## config.mk

```make
export PLATFORM = sky130hd
export DESIGN_NAME = hash_result_scanner
export DESIGN_NICKNAME = d
export VERILOG_FILES = /design/src/rtl/mining_pkg.sv /design/src/rtl/hash_result_scanner.sv
export SDC_FILE = /design/constraint.sdc
export NUM_CORES = 1
export LEC_CHECK = 0
export CORE_UTILIZATION = 55
export DETAILED_ROUTE_END_ITERATION = 16
export GPL_TIMING_DRIVEN = 0
export HOLD_SLACK_MARGIN = 0.08
export PLACE_DENSITY_LB_ADDON = 0.08
export SETUP_SLACK_MARGIN = 0.2
export SYNTH_ARGS = -nofsm -noshare
export SYNTH_HDL_FRONTEND = slang
export SYNTH_SLANG_ARGS = --single-unit
```

## constraint.sdc

```tcl
create_clock -name clk -period 7.9 [get_ports clk]
set_clock_uncertainty 0.2 [all_clocks]
set_input_delay 1.185 -clock clk [delete_from_list [all_inputs] [get_ports clk]]
set_output_delay 1.185 -clock clk [all_outputs]
set_load 0.1 [all_outputs]
```

## src/rtl/mining_pkg.sv

```systemverilog
// Shared miner/scanner definitions.
// Memory contract and scanner state encoding.
package mining_pkg;

  localparam int NUM_NONCES = 16;
  localparam int MEM_READ_LATENCY = 1;

  typedef logic [31:0] word_t;

  typedef enum logic [1:0] {
    S_IDLE,
    S_FETCH,
    S_DRAIN,
    S_DONE
  } scan_state_t;

endpackage

```

## src/rtl/hash_result_scanner.sv

```systemverilog
// Scans miner H0 results: first hit under target
// and minimum hash with its nonce.
module hash_result_scanner
  import mining_pkg::*;
#(
  parameter int NUM_NONCES = mining_pkg::NUM_NONCES,
  parameter int IDX_W =
    (NUM_NONCES > 1) ? $clog2(NUM_NONCES) : 1
) (
  input  logic        clk,
  input  logic        reset_n,
  input  logic        start,
  input  logic [15:0] result_addr,
  input  word_t       nonce_base,
  input  word_t       target,
  output logic        mem_clk,
  output logic        mem_we,
  output logic [15:0] mem_addr,
  input  word_t       mem_read_data,
  output logic        busy,
  output logic        done,
  output logic        found,
  output word_t       found_nonce,
  output word_t       min_hash,
  output word_t       min_nonce
);

  localparam logic [IDX_W-1:0] LAST = IDX_W'(NUM_NONCES - 1);

  scan_state_t state_q, state_d;
  logic accept;

  logic [15:0]      base_q;
  word_t            nonce_q;
  word_t            target_q;
  logic [IDX_W-1:0] issue_idx;
  logic             a_vld, d_vld;
  logic [IDX_W-1:0] a_idx, d_idx;
  word_t            k_nonce;

  assign mem_clk = clk;
  assign mem_we  = 1'b0;
  assign busy    = (state_q == S_FETCH) || (state_q == S_DRAIN);
  assign done    = (state_q == S_DONE);
  assign k_nonce = nonce_q + 32'(d_idx);

  always_ff @(posedge clk or negedge reset_n) begin
    if (!reset_n) state_q <= S_IDLE;
    else          state_q <= state_d;
  end

  always_comb begin
    state_d = state_q;
    accept  = 1'b0;
    unique case (state_q)
      S_IDLE, S_DONE: begin
        if (start) begin
          accept  = 1'b1;
          state_d = (NUM_NONCES == 1) ? S_DRAIN : S_FETCH;
        end
      end
      S_FETCH: if (issue_idx == LAST) state_d = S_DRAIN;
      S_DRAIN: if (d_vld && d_idx == LAST) state_d = S_DONE;
      default: state_d = S_IDLE;
    endcase
  end

  // a_* tags the address on the bus, d_* the word on read data
  always_ff @(posedge clk or negedge reset_n) begin
    if (!reset_n) begin
      base_q      <= '0;
      nonce_q     <= '0;
      target_q    <= '0;
      issue_idx   <= '0;
      a_vld       <= 1'b0;
      a_idx       <= '0;
      d_vld       <= 1'b0;
      d_idx       <= '0;
      mem_addr    <= '0;
      found       <= 1'b0;
      found_nonce <= '0;
      min_hash    <= '0;
      min_nonce   <= '0;
    end else begin
      d_vld <= a_vld;
      d_idx <= a_idx;
      a_vld <= 1'b0;
      if (accept) begin
        base_q      <= result_addr;
        nonce_q     <= nonce_base;
        target_q    <= target;
        mem_addr    <= result_addr;
        a_vld       <= 1'b1;
        a_idx       <= '0;
        issue_idx   <= IDX_W'(1);
        found       <= 1'b0;
        found_nonce <= '0;
        min_hash    <= '1;
        min_nonce   <= '0;
      end else begin
        if (state_q == S_FETCH) begin
          mem_addr  <= base_q + 16'(issue_idx);
          a_vld     <= 1'b1;
          a_idx     <= issue_idx;
          issue_idx <= issue_idx + IDX_W'(1);
        end
        if (d_vld) begin
          if (!found && mem_read_data < target_q) begin
            found       <= 1'b1;
            found_nonce <= k_nonce;
          end
          // word 0 seeds the minimum so an all-ones scan reports it
          if (d_idx == '0 || mem_read_data < min_hash) begin
            min_hash  <= mem_read_data;
            min_nonce <= k_nonce;
          end
        end
      end
    end
  end

endmodule
```

# [Yosys cells after proc, flatten, opt, wreduce, memory -nomap -nowiden]
# Index checks and enable logic that the tools add are counted.
[totals] reg_bits=209
[classes] addsub=3 magnitude_cmp=2 eq_ne=8 muxes=26 n_reduce_logical=15
[op_table] operator="$mux 32" count=9
[op_table] operator="$lt 32x32->1" count=2
[op_table] operator="$add 32x4->32" count=1
[op_table] operator="$mux 16" count=2
[op_table] operator="$add 16x4->16" count=1
[op_table] operator="$mux 4" count=4
[op_table] operator="$eq 4x4->1 const B" count=2
[op_table] operator="$reduce_bool 2->1" count=4
[op_table] operator="$mux 1" count=7
[op_table] operator="$mux 2" count=3
[op_table] operator="$pmux 2 s3" count=1
[op_table] operator="$add 4x1->4 const B" count=1
[op_table] operator="$eq 2x2->1 const B" count=2
[op_table] operator="$logic_not 4->1" count=1
[op_table] operator="$ne 2x1->1 const B" count=2
[op_table] operator="$reduce_and 2->1" count=2
[op_table] operator="$reduce_and 3->1" count=1
[op_table] operator="$eq 2x1->1 const B" count=1
[op_table] operator="$logic_and 1x1->1" count=2
[op_table] operator="$logic_not 2->1" count=1
[op_table] operator="$logic_or 1x1->1" count=2
[op_table] operator="$ne 2x2->1 const B" count=1
[op_table] operator="$reduce_or 2->1" count=1
[op_table] operator="$logic_not 1->1" count=1

# [Longest topological paths before layout]
# Gate-level depths: netlist of run 1.
[depth] ltp_word=5 mapped_depth=10 mapped_depth_nobuf=9

==> results of run 1 <==
==> layer usage <==
metal,wire (um),up-vias
li1,-,4399
met1,12590,4479
met2,14440,290
met3,2310,69
met4,812,2
met5,13,-
==> sequential cells by signal (all words and copies together), names as in the netlist <==
signal and cells:
mem_addr 16, found 1, nonce_q 32, issue_idx 4, d_idx 4, found_nonce 32
base_q 16, state_q 2, min_nonce 32, d_vld 1, a_vld 1, a_idx 4
min_hash 32, target_q 32
==> worst paths after layout <==
path,cells after the start,start,endpoint
max,4,clk,mem_clk
min,0,a_vld$_DFF_PN0_,d_vld$_DFF_PN0_
max reg2reg,10,d_idx[0]$_DFF_PN0_,min_nonce[30]$_DFFE_PN0P_
min reg2reg,0,a_vld$_DFF_PN0_,d_vld$_DFF_PN0_
max in group asynchronous,2,reset_n,min_nonce[30]$_DFFE_PN0P_
min in group asynchronous,1,reset_n,target_q[20]$_DFFE_PN0P_
==> critical path: stages <==
cell	delay [ns]
clkbuf_16	0.12
clkbuf_16	0.13
buf_4	0.12
clkdlybuf4s50_1	0.95
==> cells by family after synthesis <==
| family | count (synthesis) | share of synthesized area (%) |
|---|---|---|
| xor gates and xnor gates | 32 | 2.518 |
| buffers and inverters | 135 | 4.912 |
| muxes | 114 | 11.06 |
| and+or+nand+nor | 431 | 17.12 |
| AOI/OAI and AO/OA | 157 | 8.577 |
| adders and majority gates | 77 | 8.790 |
| other | 1 | 0.03369 |
| DFF | 209 | 46.99 |
==> through the flow <==
stage                     std cells  TNS [ns]  hold WS, ns  instance area [um2]  util (%)
after floorplan                1156         0       0.1312                11130         -
after global placement         1651   -742.09       0.1347                13760     70.03
after detailed placement       1652         0       0.1358                13800     70.20
after CTS                      1695         0       0.1458                14590     74.24
after global routing           1695         0       0.1586                14590     74.24
final                          1695         0       0.1486                14590     74.24
==> layout make-up <==
cell class                 instances  area (um2)
multi-input combinational        812        5354
sequential                       209        5230
fill                            1540        5062
timing repair buffer             230        2325
clock buffer                      39       775.7
tap                              265       331.6
inverter                          81       304.0
buffer                            54       242.7
clock inverter                     5       28.78
==> layout by cell type, fill, tap and decap left out, drive strengths merged, types with 10 or more instances in the layout <==
master / count
nand2: 229
clkdlybuf4s50: 229
dfrtp: 209
nor2: 100
inv: 82
mux2i: 81
clkbuf: 77
ha: 75
o21ai: 75
a21oi: 33
mux2: 33
and2: 25
xor2: 19
nand4: 17
buf: 17
nand3: 14
xnor2: 13
o211ai: 12
a21o: 10
==> metrics.cfg, run 1 <==
[yosys]
synth-edff-count = 0
seq_area_frac_synth_pct = 46.99
yosysMostFrequentCell = nand2_1
yosys-top-cells-count = nand2_1 (229), dfrtp_1 (209), nor2_1 (100), inv_1 (81), mux2i_1 (81)
syn_inst = 1156
synth.top_cell.area_share_pct = 46.99
synth_seq_cells = 209
syn_area_per_cell_um2 = 9.629
syn_nets = 1348
async_flop_share_pct = 100.0
netlist_top_cells_area = dfrtp_1 (47%), ha_1 (8.4%), nand2_1 (7.7%)
ys_warn_count = 0
yosys.area.top_type = dfrtp_1
ys_types = 56
synth_ff_type = dfrtp_1
netlist_area_um2 = 11130

[drt]
vias = 9239
dr.pass1.iters = 5
vias_per_cell = 5.451
ant_nets = 0
wl_per_cell_um = 17.80
drt_iter0_drc = 585
wl_um = 30160
drc = 0

[critical_path]
reg2reg_slack_ns = 4.60
cp.required_ns = 6.51
end_kind = output port
arrival_ns = 5.27
cp_max_fo = 2
crit_type = clk -> out
worst_setup_path_start_kind = clock port

[timing]
worst_slack_ns = 1.248
tightestPinTransition_ns = 1.056
slew_headroom_pct = 29.40
slew_violations = 0
setup_viol = 0
hold_viol_final = 0
rsz0062_at_grt = false

[run]
cap_violations = 0

[global_route]
first_global_vias = 9241
use_met3_pct = 5.728
met1_usage_pct = 38.23
grt_util_met2_pct = 50.14
grt_pass1_wl_um = 47470
top_usage_layer = met2
grt_use_total_pct = 29.83
antenna_found_initial = 1
grt_max_degree = 115
globalRouteOverflowTotal = 0

[floorplan]
io_pins = 232
start_util_pct = 56.63
dieArea_um2 = 20810
fp.dieW_um = 144.3
die_h_um = 144.3
core_area_um2 = 19650
num_rows = 51

[placement]
io_buffer_count = 230
hpwl_um = 22050
pre_cts_ws_ns = 1.512
gp_congestion = 0.9014

[clock_network]
path_clk_slew_ns = 0.06
cts_resized = 0
cts_setup_buffers = 0
cts_tree = done
cts-hold-fix-buffers = 0
clk_latency_ns = 0.63

[min_path]
min_path_type = reg -> reg

[final_layout]
finalNetCount = 1607
area_growth_pct = 31.09
n_antenna_cell = 0
drive_above_1_share_pct = 6.084

[outcome]
run_status = finished clean

Power of run 1 is left out: the tool's default activity adds up to more than one toggle a clock period on the data nets, which glitch-free logic cannot reach.
==> run 2: changes to the inputs <==
--- a/config.mk
+++ b/config.mk
@@ -5,7 +5,7 @@
 export SDC_FILE = /design/constraint.sdc
 export NUM_CORES = 1
 export LEC_CHECK = 0
-export CORE_UTILIZATION = 55
+export CORE_UTILIZATION = 52
 export DETAILED_ROUTE_END_ITERATION = 16
 export GPL_TIMING_DRIVEN = 0
 export HOLD_SLACK_MARGIN = 0.08
==> constraint.sdc (replaced) <==
create_clock -name clk -period 6.14 [get_ports clk]
set_clock_uncertainty 0.2 [all_clocks]
set_input_delay 0.921 -clock clk [delete_from_list [all_inputs] [get_ports clk]]
set_output_delay 0.921 -clock clk [all_outputs]
set_load 0.1 [all_outputs]
==> run 2 against run 1 <==
Against the previous run:
- cell area rose by 0.26%
- worst hold slack got worse by 0.047 ns
- cell count rose by 0.65%
==> metrics.cfg, run 2 (synthesized netlist as in run 1, its figures left out) <==
[placement]
placed_cell_area_um2 = 13810  ; about the same
gp_congestion = 0.8874  ; -1.6%
hpwl_um = 22050  ; about the same
io_buffer_count = 230  ; unchanged

[timing]
tightestPinTransition_ns = 1.063  ; +0.006940 ns
setup_viol = 0  ; unchanged
hold_viol_final = 0  ; unchanged
rsz0062_at_grt = false
slew_headroom_pct = 28.94  ; -0.46 points
slew_violations = 0  ; unchanged

[drt]
wl_per_cell_um = 17.55  ; -1.4%
dr.pass1.iters = 7  ; +2
ant_nets = 0  ; unchanged
drt_iter0_drc = 483  ; -17%
wl_um = 29950  ; -0.72%
vias_per_cell = 5.306  ; -2.7%
drc = 0  ; unchanged
vias = 9052  ; -2.0%

[final_layout]
utilization_pct = 69.59  ; -4.7 points
final_cell_area_um2 = 14630  ; +0.26%
final_cell_mix = nand2_1 (229), clkdlybuf4s50_1 (229), dfrtp_1 (209)
drive_above_1_share_pct = 6.084  ; unchanged
area_growth_pct = 31.43
fill_cells = 1666  ; +8.2%
finalNetCount = 1607  ; unchanged

[floorplan]
die_h_um = 148.3  ; +2.8%
core_area_um2 = 21020  ; +7.0%
start_util_pct = 52.95  ; -3.7 points
num_rows = 53  ; +3.9%
dieArea_um2 = 21990  ; +5.7%
io_pins = 232  ; unchanged
fp.dieW_um = 148.3  ; +2.8%

[global_route]
antenna_found_initial = 0  ; -1
first_global_vias = 9068  ; -1.9%
grt_use_total_pct = 27.88  ; -1.9 points
grt_max_degree = 116  ; +0.87%
globalRouteOverflowTotal = 0  ; unchanged
grt_pass1_wl_um = 47690  ; +0.46%

[critical_path]
cp.required_ns = 5.02  ; -1.49 ns
end_kind = output port
cp_max_fo = 2  ; unchanged
crit_type = clk -> out
worst_setup_path_start_kind = clock port
arrival_ns = 4.39  ; -0.88 ns

[clock_network]
cts-hold-fix-buffers = 0  ; unchanged
cts_tree = done
cts_resized = 0  ; unchanged
clk_latency_ns = 0.61  ; -0.02 ns
path_clk_slew_ns = 0.06  ; about the same
cts_setup_buffers = 0  ; unchanged

[run]
cap_violations = 0  ; unchanged

[min_path]
min_path_type = in -> async

[outcome]
run_status = finished clean

## run 2: layout make-up
class	count	area (um2)	share of cell area (%)
well taps	275	344.1	2.352
plain buffers	54	242.7	1.659
diodes	1	2.502	0.01711
multi-input cells	812	5354	36.60
inverters	81	304.0	2.078
clock buffers	36	734.5	5.021
clock inverters	8	92.59	0.6329
repair buffers	230	2325	15.89
flip-flops and latches	209	5230	35.75
## run 2: worst max-delay path, cell delays in order
cell	delay [ns]
clkbuf_16	0.12
clkbuf_16	0.13
buf_4	0.12
clkdlybuf4s50_1	0.96
## run 2: metrics by stage
step | worst slack, ns | hold slack (ns) | TNS, ns | instances
2_1_floorplan | 1.737 | 0.1312 | 0 | 1156
3_3_place_gp | -5.095 | 0.1319 | -1059.85 | 1661
3_5_place_dp | 0.8955 | 0.1404 | 0 | 1662
4_1_cts | 0.6171 | 0.1543 | 0 | 1705
5_1_grt | 0.6164 | 0.1573 | 0 | 1705
6_report | 0.6301 | 0.1020 | 0 | 1706
## run 2: per-layer routing
layer / vias up / GRT usage [%] / wire length (um)
met3: 35 / 5.031 / 1890
met1: 4354 / 37.69 / 13240
met4: 0 / 6.392 / 519
met2: 253 / 46.60 / 14290
li1: 4410 / - / -
met5: - / 0 / 0
## run 2: worst paths after layout
kind,startpoint,end,slack [ns],depth (start not counted)
setup / recovery,clk,mem_clk,0.63,4
hold / removal,reset_n,target_q[20]$_DFFE_PN0P_,0.10,1
setup reg to reg,d_idx[0]$_DFF_PN0_,found_nonce[30]$_DFFE_PN0P_,2.88,10
hold reg to reg,a_vld$_DFF_PN0_,d_vld$_DFF_PN0_,0.15,0
max in group asynchronous,reset_n,found_nonce[24]$_DFFE_PN0P_,4.60,2
min in group clk,a_vld$_DFF_PN0_,d_vld$_DFF_PN0_,0.15,0
Power of run 2 is left out for the same reason.
